`config.mk`:
```
export PLATFORM = sky130hd
export DESIGN_NAME = fetch_ctrl
export DESIGN_NICKNAME = d
export VERILOG_FILES = /design/src/rtl/fetch_pkg.sv /design/src/rtl/fetch_timer.sv /design/src/rtl/fetch_ctrl.sv
export SDC_FILE = /design/constraint.sdc
export NUM_CORES = 1
export LEC_CHECK = 0
export CAP_MARGIN = 20
export CORE_MARGIN = 2
export CORE_UTILIZATION = 43
export DETAILED_ROUTE_END_ITERATION = 8
export PLACE_DENSITY = 0.95
export SLEW_MARGIN = 20
export SYNTH_ARGS = -nofsm -noshare
export SYNTH_HDL_FRONTEND = slang
export SYNTH_SLANG_ARGS = --single-unit
```
`constraint.sdc`:
```
create_clock -name clock -period 4.2 [get_ports clock]
set_input_delay 1.05 -clock clock [delete_from_list [all_inputs] [get_ports clock]]
set_output_delay 1.05 -clock clock [all_outputs]
set_load 0.01 [all_outputs]
```
`src/rtl/fetch_pkg.sv`:
```
// Shared definitions for the instruction-fetch controller.
// State encoding, default widths and the request-timer width.
package fetch_pkg;

  localparam int AW_DEF      = 16;
  localparam int DW_DEF      = 16;
  localparam int TW          = 8;
  localparam int TIMEOUT_DEF = 255;

  localparam logic [2:0] ST_IDLE  = 3'd0;
  localparam logic [2:0] ST_FETCH = 3'd1;
  localparam logic [2:0] ST_HOLD  = 3'd2;
  localparam logic [2:0] ST_DRAIN = 3'd3;
  localparam logic [2:0] ST_HALT  = 3'd4;

  typedef enum logic [2:0] {
    IDLE  = ST_IDLE,
    FETCH = ST_FETCH,
    HOLD  = ST_HOLD,
    DRAIN = ST_DRAIN,
    HALT  = ST_HALT
  } state_t;

  // A memory request is outstanding in these states.
  function automatic logic is_busy(state_t s);
    return (s == FETCH) || (s == DRAIN);
  endfunction

endpackage

```
`src/rtl/fetch_timer.sv`:
```
// Request watchdog: counts un-acked cycles of the current request.
// tc flags the TIMEOUT-th consecutive un-acked cycle.
module fetch_timer
  import fetch_pkg::*;
#(
  parameter int TIMEOUT = TIMEOUT_DEF
) (
  input  logic clock,
  input  logic reset,
  input  logic clr,
  input  logic en,
  output logic tc
);

  localparam logic [TW-1:0] TERM = TW'(TIMEOUT - 1);

  logic [TW-1:0] count;

  always_ff @(posedge clock) begin
    if (!reset || clr) begin
      count <= '0;
    end else if (en) begin
      count <= count + TW'(1);
    end
  end

  // count holds the number of earlier un-acked cycles
  assign tc = en && (count == TERM);

endmodule

```
`src/rtl/fetch_ctrl.sv`:
```
// Instruction-fetch controller: one memory read per PC value,
// a one-entry IR toward decode, branch squash and a fetch watchdog.
module fetch_ctrl
  import fetch_pkg::*;
#(
  parameter int AW      = AW_DEF,
  parameter int DW      = DW_DEF,
  parameter int TIMEOUT = TIMEOUT_DEF
) (
  input  logic          clock,
  input  logic          reset,
  input  logic [AW-1:0] pc,
  input  logic [AW-1:0] pcPlusOne,
  output logic          ce,
  output logic          branchFlag,
  output logic [AW-1:0] dr,
  input  logic          branch_req,
  input  logic [AW-1:0] branch_target,
  output logic          mem_req,
  output logic [AW-1:0] mem_addr,
  input  logic          mem_ack,
  input  logic [DW-1:0] mem_rdata,
  output logic [DW-1:0] ir,
  output logic [AW-1:0] ir_pc_plus_one,
  output logic          ir_valid,
  input  logic          id_ready,
  output logic          fetch_err
);

  state_t        state;
  state_t        state_n;
  logic          req_n;
  logic [AW-1:0] addr_n;
  logic [DW-1:0] ir_n;
  logic [AW-1:0] irp1_n;
  logic          irv_n;
  logic          err_n;
  logic          ce_c;
  logic          bf_c;
  logic          t_clr;
  logic          t_en;
  logic          t_tc;

  fetch_timer #(
    .TIMEOUT(TIMEOUT)
  ) u_timer (
    .clock(clock),
    .reset(reset),
    .clr  (t_clr),
    .en   (t_en),
    .tc   (t_tc)
  );

  assign t_en = is_busy(state) && !mem_ack;

  always_comb begin
    state_n = state;
    req_n   = mem_req;
    addr_n  = mem_addr;
    ir_n    = ir;
    irp1_n  = ir_pc_plus_one;
    irv_n   = ir_valid;
    err_n   = fetch_err;
    ce_c    = 1'b0;
    bf_c    = 1'b0;
    t_clr   = 1'b0;
    unique case (state)
      IDLE: begin
        if (branch_req) begin
          ce_c = 1'b1;
          bf_c = 1'b1;
        end else begin
          req_n   = 1'b1;
          addr_n  = pc;
          t_clr   = 1'b1;
          state_n = FETCH;
        end
      end
      FETCH: begin
        if (branch_req) begin
          ce_c = 1'b1;
          bf_c = 1'b1;
          if (mem_ack) begin
            req_n   = 1'b0;
            state_n = IDLE;
          end else if (t_tc) begin
            req_n   = 1'b0;
            err_n   = 1'b1;
            state_n = HALT;
          end else begin
            state_n = DRAIN;
          end
        end else if (mem_ack) begin
          ir_n    = mem_rdata;
          irp1_n  = pcPlusOne;
          irv_n   = 1'b1;
          req_n   = 1'b0;
          ce_c    = 1'b1;
          state_n = HOLD;
        end else if (t_tc) begin
          req_n   = 1'b0;
          err_n   = 1'b1;
          state_n = HALT;
        end
      end
      HOLD: begin
        if (branch_req) begin
          irv_n   = 1'b0;
          ce_c    = 1'b1;
          bf_c    = 1'b1;
          state_n = IDLE;
        end else if (id_ready) begin
          irv_n   = 1'b0;
          req_n   = 1'b1;
          addr_n  = pc;
          t_clr   = 1'b1;
          state_n = FETCH;
        end
      end
      DRAIN: begin
        // wrong-path request stays up until memory answers it
        if (branch_req) begin
          ce_c = 1'b1;
          bf_c = 1'b1;
        end
        if (mem_ack) begin
          req_n   = 1'b0;
          state_n = IDLE;
        end else if (t_tc) begin
          req_n   = 1'b0;
          err_n   = 1'b1;
          state_n = HALT;
        end
      end
      HALT: begin
        req_n = 1'b0;
      end
      default: begin
        req_n   = 1'b0;
        state_n = IDLE;
      end
    endcase
  end

  always_ff @(posedge clock) begin
    if (!reset) begin
      state          <= IDLE;
      mem_req        <= 1'b0;
      mem_addr       <= '0;
      ir             <= '0;
      ir_pc_plus_one <= '0;
      ir_valid       <= 1'b0;
      fetch_err      <= 1'b0;
    end else begin
      state          <= state_n;
      mem_req        <= req_n;
      mem_addr       <= addr_n;
      ir             <= ir_n;
      ir_pc_plus_one <= irp1_n;
      ir_valid       <= irv_n;
      fetch_err      <= err_n;
    end
  end

  assign ce         = reset && ce_c;
  assign branchFlag = reset && bf_c;
  assign dr         = branch_target;

endmodule

```
==> metrics.yaml <==
syn_area_mm2: 0.00274
use_met2_pct: 35.5
syn_nets: 393
ys.warnings.count: 0
drc: 0
maxCapViolCount: 0
antenna_cells: 0
rsz0062_at_grt: "false"
fin_tns_setup_ns: 0
totalWireLength_mm: 7.60
die_area_mm2: 0.00702
cp_num_buf_inv: 2
area_growth_pct: 41.5
cp_slowest_stage_delay_ns: 0.58
cp_common_cell: "clkdlybuf4s50_1"
cp_slowest_cell: "clkdlybuf4s50_1"
hpwl_mm: 5.04
htreeDepth: 3
placementRows: 29
grt_pass1_vias: 2727
syn_inst: 322
async_flop_share_pct: 0
pwr_density_cell_mw_per_mm2: 326
hold_buffers: 0
crit_chain: "clkdlybuf4s50_1 -> nand3b_1 -> a21oi_1 -> clkdlybuf4s50_1"
antenna_found_initial: 0
critPathKind: "in -> out"
clkSlewWorstSetupHoldPaths_ns: 0.06
grt_overflow: 0
yosysUniqueCellTypes: 43
layout.nets: 471
finalSetupViolations: 0
hold_viol: 0
syn_avg_cell_area_um2: 8.50
grt_pass1_wl_mm: 12.5
whs_ns: 0.477
fp.dieW_um: 83.8
core_mm2: 0.00624
port_buffers: 105
dr_total_vias: 2776
grt_max_degree: 34
synth_ff_type: "dfxtp_1"
cts_sinks: 62
slew_violations: 0
required_ns: 3.15
end_kind: "output pin"
tightest_slew_ns: 0.717
start_kind: "input port"
hp-class: "reg -> reg"
cts-buffers-inserted: 9
p_leak_nw: 1.31
die_h_um: 83.8
cts.path.max_buffers: 2
postCtsSetupBuffers: 0
ys_seq_area_share_pct: 45.3
fin_crit_sh_pct: 85.0
status: "finished clean"
path_delay_family: "buffers and inverters"
crit_fanout: 6
vias_per_cell: 5.76
ir_drop_mv: 0.180
synth_edf_count: 0
grt_usage_pct: 21.7
gr-usage-met3_pct: 6.82
root_buffer: "clkbuf_8"
drt_iter0_drc: 168
synth_seq_cells: 62
max_freq_ghz: 0.280
drive_above_1_share_pct: 7.90
ios: 138
cts_tree: "built"
initial_core_util_pct: 43.9
routedWlPerCell_um: 15.8
clk_latency_ns: 0.33
drtPass1Iterations: 5
grt_most_used_layer: "met2"
slew_headroom_pct: 52.2
finClkSkew_ns: 0.00678
ant_nets: 0
cts_resized: 0
finalWeightedCongestion: 0.781
period_needed_ns: 3.57
crit_arrival_ns: 2.52
grt_use_met1_pct: 26.1
[stage by stage]
step	std cells	worst slack, ns	area, um^2	utilization, %	power, mW
2_1_floorplan	322	1.34	2740	-	0.728
3_3_place_gp	466	0.655	3700	59.3	0.817
3_5_place_dp	466	0.656	3700	59.3	0.821
4_1_cts	482	0.642	3870	62.0	1.27
5_1_grt	482	0.600	3870	62.1	1.32
6_report	482	0.631	3870	62.1	1.26
[worst register-to-register path, delay by kind of cell, from the launching register on]
family,cells,cell delay (ns)
simple gates,2,0.96
flops,1,0.48
compound gates,1,0.14
[layer usage]
metal  vias to the layer above  wire length (um)
met4                         0               204
met3                        26               531
met1                      1306              3220
met2                       114              3640
met5                         -                 0
li1                       1330                 -
[cell usage after synthesis (all sizes together), types with 2 or more instances]
library cell | instances | share of area, %
or2 | 2 | 0.46
o21a | 2 | 0.55
clkbuf | 25 | 3.4
nand4 | 17 | 3.9
a21oi | 57 | 11
nand2 | 6 | 0.82
or3 | 4 | 0.91
nand3 | 35 | 6.4
nor3b | 2 | 0.73
buf | 22 | 5.8
o31ai | 18 | 5.4
o21ai | 36 | 6.6
dfxtp | 62 | 45
nor2 | 7 | 0.96
nand4bb | 2 | 0.82
inv | 3 | 0.41
nand2b | 2 | 0.46
ha | 2 | 0.91
[final cells by class]
cell class / count / area [um^2]
fill: 548 / 2370
sequential: 62 / 1240
multi-input combinational: 209 / 1230
timing repair buffer: 114 / 1120
clock buffer: 12 / 145
tap: 77 / 96.3
clock inverter: 4 / 22.5
inverter: 4 / 15.0
[logic make-up (layout without fill, tap and decap cells)]
family | after synthesis | after routing | synth area share [%]
fa+ha+maj | 2 | 2 | 0.914
mux | 1 | 1 | 0.366
compound gates | 121 | 121 | 25.8
buf+inv | 51 | 134 | 9.73
flops | 62 | 62 | 45.3
simple gates | 84 | 84 | 17.5
xor+xnor | 1 | 1 | 0.320
[registers in the layout, summed over array words and instances, names as in the netlist]
| signal | count |
|---|---|
| fetch_err | 1 |
| mem_req | 1 |
| u_timer.count | 8 |
| ir | 16 |
| ir_valid | 1 |
| mem_addr | 16 |
| state | 3 |
| ir_pc_plus_one | 16 |
[where the power goes]
group | total, mW | switching (mW) | internal (mW) | leakage, nW
clock network | 0.454 | 0.226 | 0.227 | 0.0861
logic | 0.189 | 0.0882 | 0.101 | 0.719
registers | 0.620 | 0.0122 | 0.608 | 0.504
[placed cells by master (no fill, tap or decap), types with 6 or more instances in the layout]
cell type	n
o31ai_1	17
o21ai_0	36
buf_4	9
clkdlybuf4s50_1	105
dfxtp_1	62
a21oi_1	56
nand3_1	35
nand2_1	6
clkbuf_8	10
nand4_1	17
[final timing paths]
path,start,to,slack [ns],cells past startpoint
worst max register to register,state[0],u_timer.count[5],2.56,3
worst min register to register,ir_pc_plus_one[6],ir_pc_plus_one[6],0.48,2
worst max-delay path,mem_ack,ce,0.63,4
worst min-delay path,ir_pc_plus_one[6],ir_pc_plus_one[6],0.48,2
Power figures use the tool's default switching activity.
==> RTL edit, RTL diff (config.mk and constraints unchanged) <==
Take the reset off `mem_addr` and load it in a clocked block of its own.
--- a/src/rtl/fetch_ctrl.sv
+++ b/src/rtl/fetch_ctrl.sv
@@ -146,7 +146,6 @@
     if (!reset) begin
       state          <= IDLE;
       mem_req        <= 1'b0;
-      mem_addr       <= '0;
       ir             <= '0;
       ir_pc_plus_one <= '0;
       ir_valid       <= 1'b0;
@@ -154,12 +153,15 @@
     end else begin
       state          <= state_n;
       mem_req        <= req_n;
-      mem_addr       <= addr_n;
       ir             <= ir_n;
       ir_pc_plus_one <= irp1_n;
       ir_valid       <= irv_n;
       fetch_err      <= err_n;
     end
+  end
+
+  always_ff @(posedge clock) begin
+    mem_addr <= addr_n;
   end
 
   assign ce         = reset && ce_c;
Behaviour: not the same (Yosys sat finds a counterexample within 4 cycles, from zero or initial values and one cycle with reset low).
==> RTL edit against the original RTL <==
Synthesized area fell by 8.4%; wire length fell by 14%; cell area fell by 4.9%; first-iteration DRC count decreased by 42%; worst setup slack got worse by 0.017 ns; total power increased by 1.7%; sequential cell count is the same; critical path depth unchanged; critical path type unchanged.
==> RTL edit: results <==
critical_path:
  crit_start: "branch_req"
  crit_fanout: 8
  cp_data_arrival_time_ns: 2.54
  rrSetupSlack_ns: 2.39
  crit_path_max_incr_delay_ns: 0.62
  rr_endpoint: "mem_req$_SDFFE_PN0P_"
  endpoint: "ce"
  r2r_cells: 3
route:
  met3_length_um: 617
  vias: 2351
  highest_layer: "met4"
  route.met2.wl_um: 3346
  first_iter_violations: 98
  viasPerCell: 5.519
  first_pass_iters: 6
  wl_met1_um: 2504
  wl_per_cell_um: 15.39
yosys:
  synth_compound_area_frac: 0.1965
  yosysWarnings: 0
  synth_xor_xnor_area_share: 0.003491
  synth_edf_count: 16
  synthTopCellsByCount: "dfxtp_1, a21oi_1, o21ai_0"
  avgSynthCellArea_um2: 9.575
  ys_seq_area_frac: 0.5586
  synth_mux_area_frac: 0.004489
  yosys.cell_types.count: 37
  yosys-top-cells-area: "dfxtp_1, edfxtp_1, a21oi_1"
  synth_adder_area_share: 0.009975
  syn-num-nets: 333
run_status:
  run_status: "complete, no violations"
placed_design:
  place_ws_ns: 0.6286
  placed_area_mm2: 0.003502
  gp_congestion: 0.8134
  dp_hpwl_um: 4600
  numPlacedInstances: 410
grt:
  grt_pass1_vias: 2318
  grtUsageMet3: 0.07753
  track_usage: 0.2110
  grt_pass1_wl_um: 10410
  use_met1: 0.2152
  use_met2: 0.3708
power:
  switchingPower_uw: 294.0
  clkPwrFrac: 0.375
  finalPower_mw: 1.285
  peakVddDrop_v: 0.0002307
  comb_power_share: 0.123
timing:
  relSlewSlack: 0.3964
  fin_worst_hold_slack_ns: 0.4735
  max_freq_mhz: 278.9
  finClkSkew_ns: 0.005359
final_layout:
  drive_above_1_share: 0.07062
  nets: 420
  fillCellCount: 440
hold_path:
  worstHoldEndpoint: "ir[7]$_SDFFE_PN0P_"
  hp-start: "ir[7]$_SDFFE_PN0P_"
## RTL edit: cell count changes in the layout (fill, tap and decap cells not counted), sizes merged, moves of 2 or more
| cell | unedited run | this run |
|---|---|---|
| o31ai | 18 | 2 |
| nor2 | 7 | 5 |
| nand4 | 17 | 1 |
| o21ai | 36 | 39 |
| edfxtp | 0 | 16 |
| a21oi | 57 | 41 |
| buf | 9 | 5 |
| clkinv | 4 | 6 |
| dfxtp | 62 | 46 |
| clkbuf | 12 | 10 |
## RTL edit: final cells by class
| cell class | instances | area, µm² | share of cell area |
|---|---|---|---|
| flip-flops and latches | 62 | 1401 | 0.3806 |
| repair buffers | 110 | 1089 | 0.2956 |
| multi-input cells | 162 | 907.1 | 0.2463 |
| clock buffers | 10 | 127.6 | 0.03466 |
| well taps | 72 | 90.09 | 0.02446 |
| clock inverters | 6 | 52.55 | 0.01427 |
| inverters | 4 | 15.01 | 0.004077 |
